## config.mk

```make
export PLATFORM = sky130hd
export DESIGN_NAME = keypad_entry_ctrl
export DESIGN_NICKNAME = d
export VERILOG_FILES = /design/src/rtl/microwave_pkg.sv /design/src/rtl/encoder.sv /design/src/rtl/keypad_entry_ctrl.sv
export SDC_FILE = /design/constraint.sdc
export NUM_CORES = 1
export LEC_CHECK = 0
export BUFFER_PORTS_ARGS = -buffer_cell sky130_fd_sc_hd__buf_4
export CORE_MARGIN = 2
export CORE_UTILIZATION = 40
export DETAILED_ROUTE_END_ITERATION = 8
export PLACE_DENSITY = 0.68
export SYNTH_ARGS = -nofsm -noshare
export SYNTH_HDL_FRONTEND = slang
export SYNTH_SLANG_ARGS = --single-unit
```

## constraint.sdc

```tcl
create_clock -name clk -period 2.9 [get_ports clk]
set_input_delay 0.87 -clock clk [delete_from_list [all_inputs] [get_ports clk]]
set_output_delay 0.87 -clock clk [all_outputs]
set_load 0.05 [all_outputs]
```

## src/rtl/microwave_pkg.sv

```systemverilog
// Shared definitions for the microwave control path: cook-time entry
// FSM encoding, BCD time-buffer geometry and keypad helpers.
package microwave_pkg;

  localparam int NUM_DIGITS = 4;
  localparam int BCD_W      = 4;
  localparam int TIME_W     = 16;
  localparam int NUM_KEYS   = 10;
  localparam int COUNT_W    = 3;

  typedef enum logic [1:0] {
    IDLE         = 2'd0,
    DEBOUNCE     = 2'd1,
    WAIT_RELEASE = 2'd2,
    LOAD         = 2'd3
  } entry_state_t;

  // True when exactly one key is down; zero or several keys never count as a press.
  function automatic logic is_one_hot(input logic [NUM_KEYS-1:0] keys);
    return (keys != '0) && ((keys & (keys - NUM_KEYS'(1))) == '0);
  endfunction

endpackage

```

## src/rtl/encoder.sv

```systemverilog
// One-hot keypad encoder: key i maps to BCD digit i.
module encoder
  import microwave_pkg::*;
(
  input  logic [NUM_KEYS-1:0] onehot,
  output logic [BCD_W-1:0]    digit
);

  // Scan the keys and report the index of the set bit.
  always_comb begin
    // NOTE: default assignment first so every path drives digit and no latch is inferred.
    digit = '0;
    for (int i = 0; i < NUM_KEYS; i++) begin
      if (onehot[i]) digit = BCD_W'(i);
    end
  end

endmodule

```

## src/rtl/keypad_entry_ctrl.sv

```systemverilog
// Cook-time entry: debounces keypad presses, shifts accepted digits into a
// 4-digit MM:SS BCD buffer and offers the finished time to the timer.
module keypad_entry_ctrl
  import microwave_pkg::*;
#(
  parameter int DEBOUNCE_CYCLES = 4
) (
  input  logic                clk,
  input  logic                reset,
  input  logic [NUM_KEYS-1:0] keypad,
  input  logic                clear_key,
  input  logic                start_key,
  input  logic                running,
  input  logic                load_ready,
  output logic                load_valid,
  output logic [TIME_W-1:0]   time_bcd,
  output logic [COUNT_W-1:0]  entry_count
);

  localparam int                  CNT_W     = $clog2(DEBOUNCE_CYCLES + 1);
  localparam logic [CNT_W-1:0]    CNT_LAST  = CNT_W'(DEBOUNCE_CYCLES);
  localparam logic [COUNT_W-1:0]  COUNT_MAX = COUNT_W'(NUM_DIGITS);

  entry_state_t          state;
  logic [CNT_W-1:0]      stable_cnt;
  logic [NUM_KEYS-1:0]   pattern;
  logic [NUM_KEYS-1:0]   enc_in;
  logic [BCD_W-1:0]      digit;
  logic                  press_ok;
  logic [CNT_W-1:0]      cnt_inc;
  logic [TIME_W-1:0]     time_shifted;
  logic [COUNT_W-1:0]    count_inc;

  assign press_ok = is_one_hot(keypad);
  assign cnt_inc  = stable_cnt + CNT_W'(1);

  // With a one-cycle debounce the digit is accepted on the same edge the
  // pattern is latched, so the encoder must see the live keypad in IDLE.
  assign enc_in = (DEBOUNCE_CYCLES == 1 && state == IDLE) ? keypad : pattern;

  encoder u_encoder (
    .onehot (enc_in),
    .digit  (digit)
  );

  // Next buffer contents when a digit is accepted; oldest nibble drops off.
  assign time_shifted = {time_bcd[TIME_W-BCD_W-1:0], digit};
  assign count_inc    = (entry_count == COUNT_MAX) ? COUNT_MAX : entry_count + COUNT_W'(1);

  // Entry FSM with registered buffer, digit count and load handshake.
  always_ff @(posedge clk) begin
    // NOTE: sequential state uses non-blocking assignments so every register
    // samples the pre-edge values regardless of statement order.
    if (reset) begin
      state       <= IDLE;
      stable_cnt  <= '0;
      pattern     <= '0;
      time_bcd    <= '0;
      entry_count <= '0;
      load_valid  <= 1'b0;
    end else if (state == LOAD) begin
      // Buffer frozen and keys ignored until the timer takes the time.
      if (load_ready) begin
        load_valid  <= 1'b0;
        time_bcd    <= '0;
        entry_count <= '0;
        state       <= IDLE;
      end
    end else if (running) begin
      // Timer busy: drop any partial press but keep the buffer.
      state      <= IDLE;
      stable_cnt <= '0;
    end else if (clear_key) begin
      // Clear outranks start and any key activity.
      time_bcd    <= '0;
      entry_count <= '0;
      state       <= IDLE;
      stable_cnt  <= '0;
    end else begin
      case (state)
        IDLE: begin
          if (start_key && entry_count != '0) begin
            state      <= LOAD;
            load_valid <= 1'b1;
          end else if (press_ok) begin
            pattern <= keypad;
            if (DEBOUNCE_CYCLES == 1) begin
              time_bcd    <= time_shifted;
              entry_count <= count_inc;
              stable_cnt  <= '0;
              state       <= WAIT_RELEASE;
            end else begin
              stable_cnt <= CNT_W'(1);
              state      <= DEBOUNCE;
            end
          end
        end

        DEBOUNCE: begin
          if (keypad == pattern) begin
            if (cnt_inc == CNT_LAST) begin
              time_bcd    <= time_shifted;
              entry_count <= count_inc;
              stable_cnt  <= '0;
              state       <= WAIT_RELEASE;
            end else begin
              stable_cnt <= cnt_inc;
            end
          end else begin
            stable_cnt <= '0;
            state      <= IDLE;
          end
        end

        WAIT_RELEASE: begin
          if (keypad == '0) state <= IDLE;
        end

        default: begin
          state      <= IDLE;
          stable_cnt <= '0;
        end
      endcase
    end
  end

endmodule

```

==> impl_metrics.env, run 1 <==
export IMPL_internal_power_mw=0.7194
export IMPL_setup_viol=0
export IMPL_die_x_um=73.99
export IMPL_overflow=0
export IMPL_tightest_slew_ps=699.0
export IMPL_grt_pass1_wl_mm=7.424
export IMPL_min_period_ps=2492
export IMPL_clockPowerShare=0.391
export IMPL_die_height_um=73.99
export IMPL_end_kind="flip-flop"
export IMPL_cts_buffers=5
export IMPL_diodes=0
export IMPL_cts_resized=0
export IMPL_drv_slew=0
export IMPL_grt_use_total=0.1761
export IMPL_synth_compound_area_share=0.1858
export IMPL_ir_drop_mv=0.1632
export IMPL_drt_pass1_iter_count=4
export IMPL_synth_xor_area_frac=0.04917
export IMPL_fin_setup_tns_ps=0
export IMPL_drive_above_1_share=0.2117
export IMPL_cp_required_ps=3080
export IMPL_post_cts_buffers=0
export IMPL_insertion_delay_ps=290
export IMPL_synth_top_family_by_area="simple AND/OR/NAND/NOR gates"
export IMPL_synthesis_area_um2=1959
export IMPL_fp_row_count=25
export IMPL_htreeDepth=2
export IMPL_viasPerCell=5.161
export IMPL_yosys_warnings=0
export IMPL_routedWlPerCell_um=13.23
export IMPL_detail_route_iter0_violations=48
export IMPL_dp_hpwl_mm=3.186
export IMPL_finClkSkew_ps=8.705
export IMPL_antenna_found_initial=0
export IMPL_synth_seq_cells=35
export IMPL_synth_enable_flop_cells=0
export IMPL_post_route_period_util=0.8594
export IMPL_cts_reportedPaths_clkPinSlew_ps=80
export IMPL_power_frac_comb=0.111
export IMPL_hp_class="reg2reg"
export IMPL_muxShareOfSynthArea=0.07152
export IMPL_fin_cells=341
export IMPL_grt_pass1_vias=1638
export IMPL_reg2regPathDepth=7
export IMPL_syn_to_final_growth_pct=22.92
export IMPL_ys_async_sr_fraction=0
export IMPL_cp_max_fo=10
export IMPL_maxCapViolations=0
export IMPL_p_leak_nw=0.9171
export IMPL_rsz0062_at_grt="no"
export IMPL_cts_sinks=35
export IMPL_clock_path_buffers=2
export IMPL_syn_nets=259
export IMPL_design_core_area_um2=4723
export IMPL_p_switching_mw=0.2562
export IMPL_num_io_pins=36
export IMPL_place_inst=333
export IMPL_yosysSeqAreaShare=0.3576
export IMPL_synth_avg_cell_area_um2=8.338
export IMPL_wl_mm=4.512
export IMPL_synth_flop_cell="dfxtp_1"
export IMPL_drtAntennaViolNets=0
export IMPL_die_area_um2=5475
export IMPL_synth_cells=235
export IMPL_hold_buffers=0
export IMPL_worstSetupStartpointType="input pin"
export IMPL_max_clock_freq_mhz=401.2
export IMPL_nNetsFinal=297
export IMPL_worstHoldPathCells=2
export IMPL_final_hold_viol_count=0
export IMPL_path_class="in2reg"
export IMPL_synth_cell_types=46
export IMPL_route_detailed_drc=0
export IMPL_cp_arrival_ps=2670
export IMPL_outcome="finished, final reports clean"
export IMPL_grt_start_max_net_pins=38
export IMPL_sequentialPowerShare=0.498
export IMPL_gp_congestion=0.8209
export IMPL_initial_core_util=0.4148
export IMPL_power_density_nw_per_um2=405.0
export IMPL_port_buffers=35
export IMPL_netSwitchingFraction=0.2626
export IMPL_vias=1760
export IMPL_cts_root_buf="clkbuf_8"
export IMPL_cts_tree="yes"
export IMPL_relSlewSlack=0.5340
export IMPL_synth_fa_ha_area_frac=0.05619
export IMPL_synthSimpleGateAreaFrac=0.2375
[synth_stat cells (all sizes together) (2+ instances only)]
library cell / count / area (um^2)
clkbuf: 7 / 26.28
nand4: 2 / 12.51
a41o: 2 / 20.02
o21bai: 2 / 15.01
nand2: 24 / 90.09
ha: 8 / 100.1
or4: 2 / 18.77
a21oi: 26 / 133.9
inv: 11 / 41.29
dfxtp: 35 / 700.7
xnor2: 10 / 87.58
o21ai: 3 / 26.28
o211ai: 4 / 40.03
nor4: 3 / 18.77
nand3: 20 / 100.1
o31a: 2 / 17.52
nor3: 9 / 45.04
nor2: 26 / 113.9
mux2i: 14 / 140.1
buf: 3 / 15.01
nand2b: 2 / 12.51
[through the flow]
| stage | setup WS [ps] | hold WS, ps | utilization | area [um^2] | total power [mW] |
|---|---|---|---|---|---|
| after floorplan | 354.9 | 469.5 | - | 1959 | 0.5606 |
| after global placement | 101.5 | 440.3 | 0.4890 | 2310 | 0.6045 |
| after detailed placement | 98.32 | 445.9 | 0.4890 | 2310 | 0.6052 |
| after CTS | 406.2 | 456.9 | 0.5099 | 2409 | 0.9882 |
| after global routing | 286.3 | 478.6 | 0.5099 | 2409 | 1.017 |
| final | 407.6 | 453.7 | 0.5099 | 2409 | 0.9756 |
[power by group through the flow]
stage	clock (mW)	combinational, mW	sequential [mW]
after floorplan	0	0.0607	0.500
after global placement	0	0.107	0.497
after detailed placement	0	0.108	0.497
after CTS	0.393	0.109	0.486
after global routing	0.412	0.118	0.486
final	0.382	0.108	0.486
[cell usage in the layout (no fill, tap or decap), types with 2 or more instances in the layout]
| cell type | synthesis | routed |
|---|---|---|
| a21oi_1 | 25 | 25 |
| a41o_1 | 2 | 2 |
| buf_4 | 0 | 41 |
| clkbuf_8 | 0 | 6 |
| dfxtp_1 | 35 | 35 |
| ha_1 | 8 | 8 |
| inv_1 | 11 | 11 |
| mux2i_1 | 14 | 14 |
| nand2_1 | 24 | 24 |
| nand2b_1 | 2 | 2 |
| nand3_1 | 20 | 20 |
| nand4_1 | 2 | 2 |
| nor2_1 | 25 | 25 |
| nor3_1 | 9 | 9 |
| nor4_1 | 3 | 3 |
| o211ai_1 | 2 | 2 |
| o211ai_2 | 2 | 2 |
| o21ai_0 | 2 | 2 |
| o21bai_1 | 2 | 2 |
| o31a_1 | 2 | 2 |
| xnor2_1 | 10 | 10 |
[worst paths after layout]
kind / startpoint / endpoint / slack, ps
min reg2reg: time_bcd[12] / time_bcd[12] / 450
max reg2reg: state[0] / entry_count[0] / 620
max: keypad[5] / enc_in[9] / 410
min: time_bcd[12] / time_bcd[12] / 450
[critical path, stage by stage]
cell	delay, ps
buf_4	130
or4_4	550
o31a_1	260
o211ai_2	250
o21ai_4	100
nor2_8	220
mux2i_1	230
nor2_1	50
[routing by layer]
metal  global-route usage  share of wire  wire length (um)
met1               0.2242           0.47              2114
met2               0.2847           0.48              2145
met3              0.04472          0.042               190
met4              0.07273          0.014                62
met5                    0              0                 0
[logic make-up (layout without fill, tap and decap cells)]
group | count (synthesis) | in the layout
buffers and inverters | 21 | 60
DFF | 35 | 35
adders and majority gates | 9 | 9
muxes | 14 | 14
AOI/OAI and AO/OA | 50 | 50
and+or+nand+nor | 95 | 95
xor gates and xnor gates | 11 | 11
[sequential cells by signal, indices dropped and copies added (netlist names)]
signal / cells
state: 2
stable_cnt: 3
enc_in: 10
time_bcd: 16
entry_count: 3
load_valid: 1
[cell type report]
class                   count  area (um^2)
repair buffers             41        307.8
well taps                  67        83.83
flip-flops and latches     35        700.7
fillers                   471         2315
clock buffers               6        82.58
clock inverters             2        16.27
inverters                  11        41.29
multi-input cells         179         1176
Note: power is estimated with default switching activity, not from simulation.
==> run 2: changes to the inputs <==
--- a/config.mk
+++ b/config.mk
@@ -9,7 +9,7 @@
 export CORE_MARGIN = 2
 export CORE_UTILIZATION = 40
 export DETAILED_ROUTE_END_ITERATION = 8
-export PLACE_DENSITY = 0.68
+export RECOVER_POWER = 50
 export SYNTH_ARGS = -nofsm -noshare
 export SYNTH_HDL_FRONTEND = slang
 export SYNTH_SLANG_ARGS = --single-unit
==> impl_metrics.env, run 2 (synthesis results as in run 1) <==
export IMPL_wl_mm=4.445
export IMPL_place_inst=334
export IMPL_drv_slew=0
export IMPL_route_detailed_drc=0
export IMPL_multi_input_area_um2=1176
export IMPL_cp_startpoint="keypad[5]"
export IMPL_outcome="finished, final reports clean"
export IMPL_post_place_ws_ps=91.62
export IMPL_setup_viol=0
export IMPL_nNetsFinal=298
export IMPL_grt_pass1_vias=1592
export IMPL_routedWlPerCell_um=13.00
export IMPL_gp_congestion=0.7912
export IMPL_htreeDepth=2
export IMPL_overflow=0
export IMPL_die_height_um=73.99
export IMPL_detail_route_iter0_violations=83
export IMPL_antenna_found_initial=0
export IMPL_fp_row_count=25
export IMPL_relSlewSlack=0.5263
export IMPL_diodes=0
export IMPL_hp_start="time_bcd[12]"
export IMPL_cp_required_ps=3060
export IMPL_tightest_slew_ps=710.6
export IMPL_largest_reg_flops=16
export IMPL_post_route_period_util=0.8625
export IMPL_grt_start_max_net_pins=38
export IMPL_ir_drop_mv=0.1541
export IMPL_drive_above_1_share=0.1345
export IMPL_port_buffers=35
export IMPL_cp_arrival_ps=2660
export IMPL_die_x_um=73.99
export IMPL_register_area_um2=700.7
export IMPL_r2r_start="state[0]"
export IMPL_hold_buffers=0
export IMPL_max_flop_register="time_bcd"
export IMPL_layout_common_cells="dfxtp_1, nor2_1, a21oi_1"
export IMPL_path_class="in2reg"
export IMPL_drtAntennaViolNets=0
export IMPL_cts_resized=0
export IMPL_min_period_ps=2501
export IMPL_cts_root_buf="clkbuf_8"
export IMPL_worst_slack_ps=398.8
export IMPL_final_hold_viol_count=0
export IMPL_hold_slack_ps=449.6
export IMPL_vias=1762
export IMPL_postLayoutCoreUtil=0.4951
export IMPL_cp_max_fo=10
export IMPL_power_density_nw_per_um2=422.2
export IMPL_cts_reportedPaths_clkPinSlew_ps=70
export IMPL_fin_setup_tns_ps=0
export IMPL_insertion_delay_ps=280
export IMPL_num_io_pins=36
export IMPL_fin_cells=342
export IMPL_cts_buffers=5
export IMPL_end_kind="flip-flop"
export IMPL_worstSetupStartpointType="input pin"
export IMPL_fin_area_um2=2338
export IMPL_rsz0062_at_grt="no"
export IMPL_cts_sinks=35
export IMPL_maxCapViolations=0
export IMPL_dp_hpwl_mm=3.208
export IMPL_die_area_um2=5475
export IMPL_p_leak_nw=0.8323
export IMPL_place_area_um2=2317
export IMPL_p_total_mw=0.9873
export IMPL_grt_pass1_wl_mm=7.314
export IMPL_viasPerCell=5.152
export IMPL_hp_class="reg2reg"
export IMPL_cts_tree="yes"
export IMPL_fillCellCount=505
export IMPL_clock_path_buffers=2
export IMPL_layout_commonest_cell="dfxtp_1"
export IMPL_max_clock_freq_mhz=399.8
export IMPL_grt_use_total=0.1716
export IMPL_drt_pass1_iter_count=4
export IMPL_finClkSkew_ps=3.667
export IMPL_initial_core_util=0.4148
export IMPL_design_core_area_um2=4723
export IMPL_syn_to_final_growth_pct=19.35
export IMPL_post_cts_buffers=0
==> run 2: power by group <==
part	total, mW	internal [mW]	switching (mW)
registers	0.486	0.483	0.00319
clock network	0.395	0.216	0.178
logic	0.107	0.0416	0.0651
total	0.987	0.741	0.247
==> run 2: layout make-up <==
| type | count | area share |
|---|---|---|
| clock buffer | 7 | 0.04120 |
| sequential | 35 | 0.2996 |
| tap | 67 | 0.03585 |
| timing repair buffer | 42 | 0.09952 |
| clock inverter | 1 | 0.003210 |
| multi-input combinational | 179 | 0.5029 |
| inverter | 11 | 0.01766 |
==> run 2: final timing paths <==
check                      end  slack [ps]  cells after the start
setup / recovery     enc_in[9]         400                      8
hold / removal    time_bcd[12]         450                      2
setup reg to reg   time_bcd[5]         650                      7
hold reg to reg   time_bcd[12]         450                      2
==> run 2: metal layers <==
metal	wire length [um]	vias up	GRT usage
met3	215	5	0.03930
li1	-	910	-
met2	2029	43	0.2659
met4	57	0	0.07879
met5	0	-	0
met1	2143	804	0.2278
==> run 2: worst max-delay path: stages <==
cell	delay (ps)
buf_4	140
or4_4	550
o31a_1	260
o211ai_2	240
o21ai_4	100
nor2_8	210
mux2i_1	220
nor2_1	60
==> run 3: changes to the inputs <==
--- a/config.mk
+++ b/config.mk
@@ -9,6 +9,7 @@
 export CORE_MARGIN = 2
 export CORE_UTILIZATION = 40
 export DETAILED_ROUTE_END_ITERATION = 8
+export PLACE_DENSITY = 0.59
 export RECOVER_POWER = 50
 export SYNTH_ARGS = -nofsm -noshare
 export SYNTH_HDL_FRONTEND = slang
==> constraint.sdc (replaced) <==
create_clock -name clk -period 2.3 [get_ports clk]
set_input_delay 0.69 -clock clk [delete_from_list [all_inputs] [get_ports clk]]
set_output_delay 0.69 -clock clk [all_outputs]
set_load 0.05 [all_outputs]
==> impl_metrics.env, run 3 (synthesis results as in run 1) <==
export IMPL_cp_max_fo=3
export IMPL_drv_slew=0
export IMPL_rsz0062_at_grt="yes"
export IMPL_vias=1847
export IMPL_routedWlPerCell_um=12.88
export IMPL_htreeDepth=2
export IMPL_largest_reg_flops=16
export IMPL_cp_slowest_stage_delay_ps=540
export IMPL_num_io_pins=36
export IMPL_grt_pass1_vias=1688
export IMPL_die_area_um2=5475
export IMPL_path_class="in2reg"
export IMPL_max_flop_register="time_bcd"
export IMPL_ir_drop_mv=0.2486
export IMPL_finClkSkew_ps=5.559
export IMPL_hp_class="reg2reg"
export IMPL_die_height_um=73.99
export IMPL_drt_pass1_iter_count=4
export IMPL_hold_buffers=0
export IMPL_maxCapViolations=0
export IMPL_detail_route_iter0_violations=87
export IMPL_syn_to_final_growth_pct=30.97
export IMPL_initial_core_util=0.4148
export IMPL_cp_slowest_cell="or4_4"
export IMPL_min_period_ps=2313
export IMPL_overflow=0
export IMPL_diodes=0
export IMPL_drtAntennaViolNets=0
export IMPL_cp_required_ps=2460
export IMPL_cts_tree="yes"
export IMPL_setup_viol=2
export IMPL_die_x_um=73.99
export IMPL_end_kind="flip-flop"
export IMPL_cp_cell_sequence="buf_6, or4_4, o41ai_2, o211ai_2, o21ai_4, a21o_1, mux2i_1, nor2_1"
export IMPL_fp_row_count=25
export IMPL_crit_buf_inv=1
export IMPL_cp_top_family="compound AO/OA/AOI/OAI gates"
export IMPL_grt_pass1_wl_mm=7.831
export IMPL_place_inst=355
export IMPL_max_clock_freq_mhz=432.3
export IMPL_cts_sinks=35
export IMPL_relSlewSlack=0.6029
export IMPL_violations="setup timing"
export IMPL_fin_cells=364
export IMPL_cts_reportedPaths_clkPinSlew_ps=70
export IMPL_cts_root_buf="clkbuf_8"
export IMPL_cp_arrival_ps=2470
export IMPL_wl_mm=4.687
export IMPL_route_detailed_drc=0
export IMPL_viasPerCell=5.074
export IMPL_insertion_delay_ps=280
export IMPL_gp_congestion=0.7980
export IMPL_p_total_mw=1.331
export IMPL_port_buffers=35
export IMPL_post_route_period_util=1.006
export IMPL_design_core_area_um2=4723
export IMPL_final_hold_viol_count=0
export IMPL_outcome="complete, but fails checks"
export IMPL_grt_use_total=0.1824
export IMPL_layout_commonest_cell="buf_4"
export IMPL_antenna_found_initial=0
export IMPL_dp_hpwl_mm=3.471
export IMPL_drive_above_1_share=0.2121
export IMPL_grt_start_max_net_pins=38
export IMPL_layout_common_cells="buf_4, dfxtp_1, nor2_1, a21oi_1, nand2_1"
export IMPL_power_density_nw_per_um2=518.6
export IMPL_worst_slack_ps=-13.14
export IMPL_tightest_slew_ps=598.3
export IMPL_clock_path_buffers=2
export IMPL_worstSetupStartpointType="input pin"
export IMPL_p_leak_nw=0.9623
export IMPL_post_cts_buffers=0
export IMPL_nNetsFinal=320
export IMPL_cts_buffers=5
-- run 3: cell types whose count changed in the layout (fill, tap and decap cells not counted), moves of 2 or more --
cell	previous run	this run
buf_6	0	2
buf_12	0	2
clkbuf_1	22	20
clkbuf_8	7	5
buf_4	20	39
-- run 3: repair_timing --
action                                  CTS  global route
endpoints found under the setup margin    2            30
gates resized for setup                   1             3
cloned                                    0             1
pin swaps                                 0             5
-- run 3: final timing paths --
path,cells past startpoint,from,to,slack (ps)
max,8,keypad[5],state[0],-10
max reg2reg,9,state[0],entry_count[2],320
min,2,time_bcd[13],time_bcd[13],450
min reg2reg,2,time_bcd[13],time_bcd[13],450
-- run 3: where the power goes --
| part | leakage (nW) | total, mW | switching [mW] | internal, mW |
|---|---|---|---|---|
| sequential | 0.282 | 0.613 | 0.00391 | 0.609 |
| combinational | 0.622 | 0.169 | 0.0895 | 0.0793 |
| clock | 0.0581 | 0.550 | 0.227 | 0.323 |
-- run 3: layout make-up --
cell class	count	area [um^2]
Inverter	11	41.29
Clock inverter	3	43.79
Clock buffer	5	68.82
Tap cell	67	83.83
Multi-Input combinational cell	180	1197
Fill cell	494	2157
Timing Repair Buffer	63	430.4
Sequential cell	35	700.7
-- run 3: worst reg2reg max path, delay by kind of cell (launching register included) --
family                     cells  cell delay [ps]
AOI/OAI and AO/OA              3              610
adders and majority gates      1              320
buffers and inverters          3              460
DFF                            1              360
and+or+nand+nor                2              110
-- run 3: per-layer routing --
metal | routed length (um) | vias up | GRT usage
li1 | - | 960 | -
met1 | 2217 | 846 | 0.2427
met2 | 2230 | 39 | 0.3056
met3 | 208 | 2 | 0.03659
met4 | 30 | 0 | 0.04242
met5 | 0 | - | 0
-- run 3: per-stage QoR --
step | setup TNS [ps] | utilization | setup WS (ps) | area [um^2] | hold WS, ps
detailed placement | -6652 | 0.5293 | -305.3 | 2500 | 444.2
CTS | -13.42 | 0.5539 | -13.42 | 2616 | 454.9
floorplan | -774.9 | - | -65.13 | 1959 | 469.5
finish | -24.23 | 0.5433 | -13.14 | 2566 | 450.8
global placement | -5543 | 0.5293 | -265.1 | 2500 | 439.7
global route | -1155 | 0.5433 | -114.9 | 2566 | 477.8
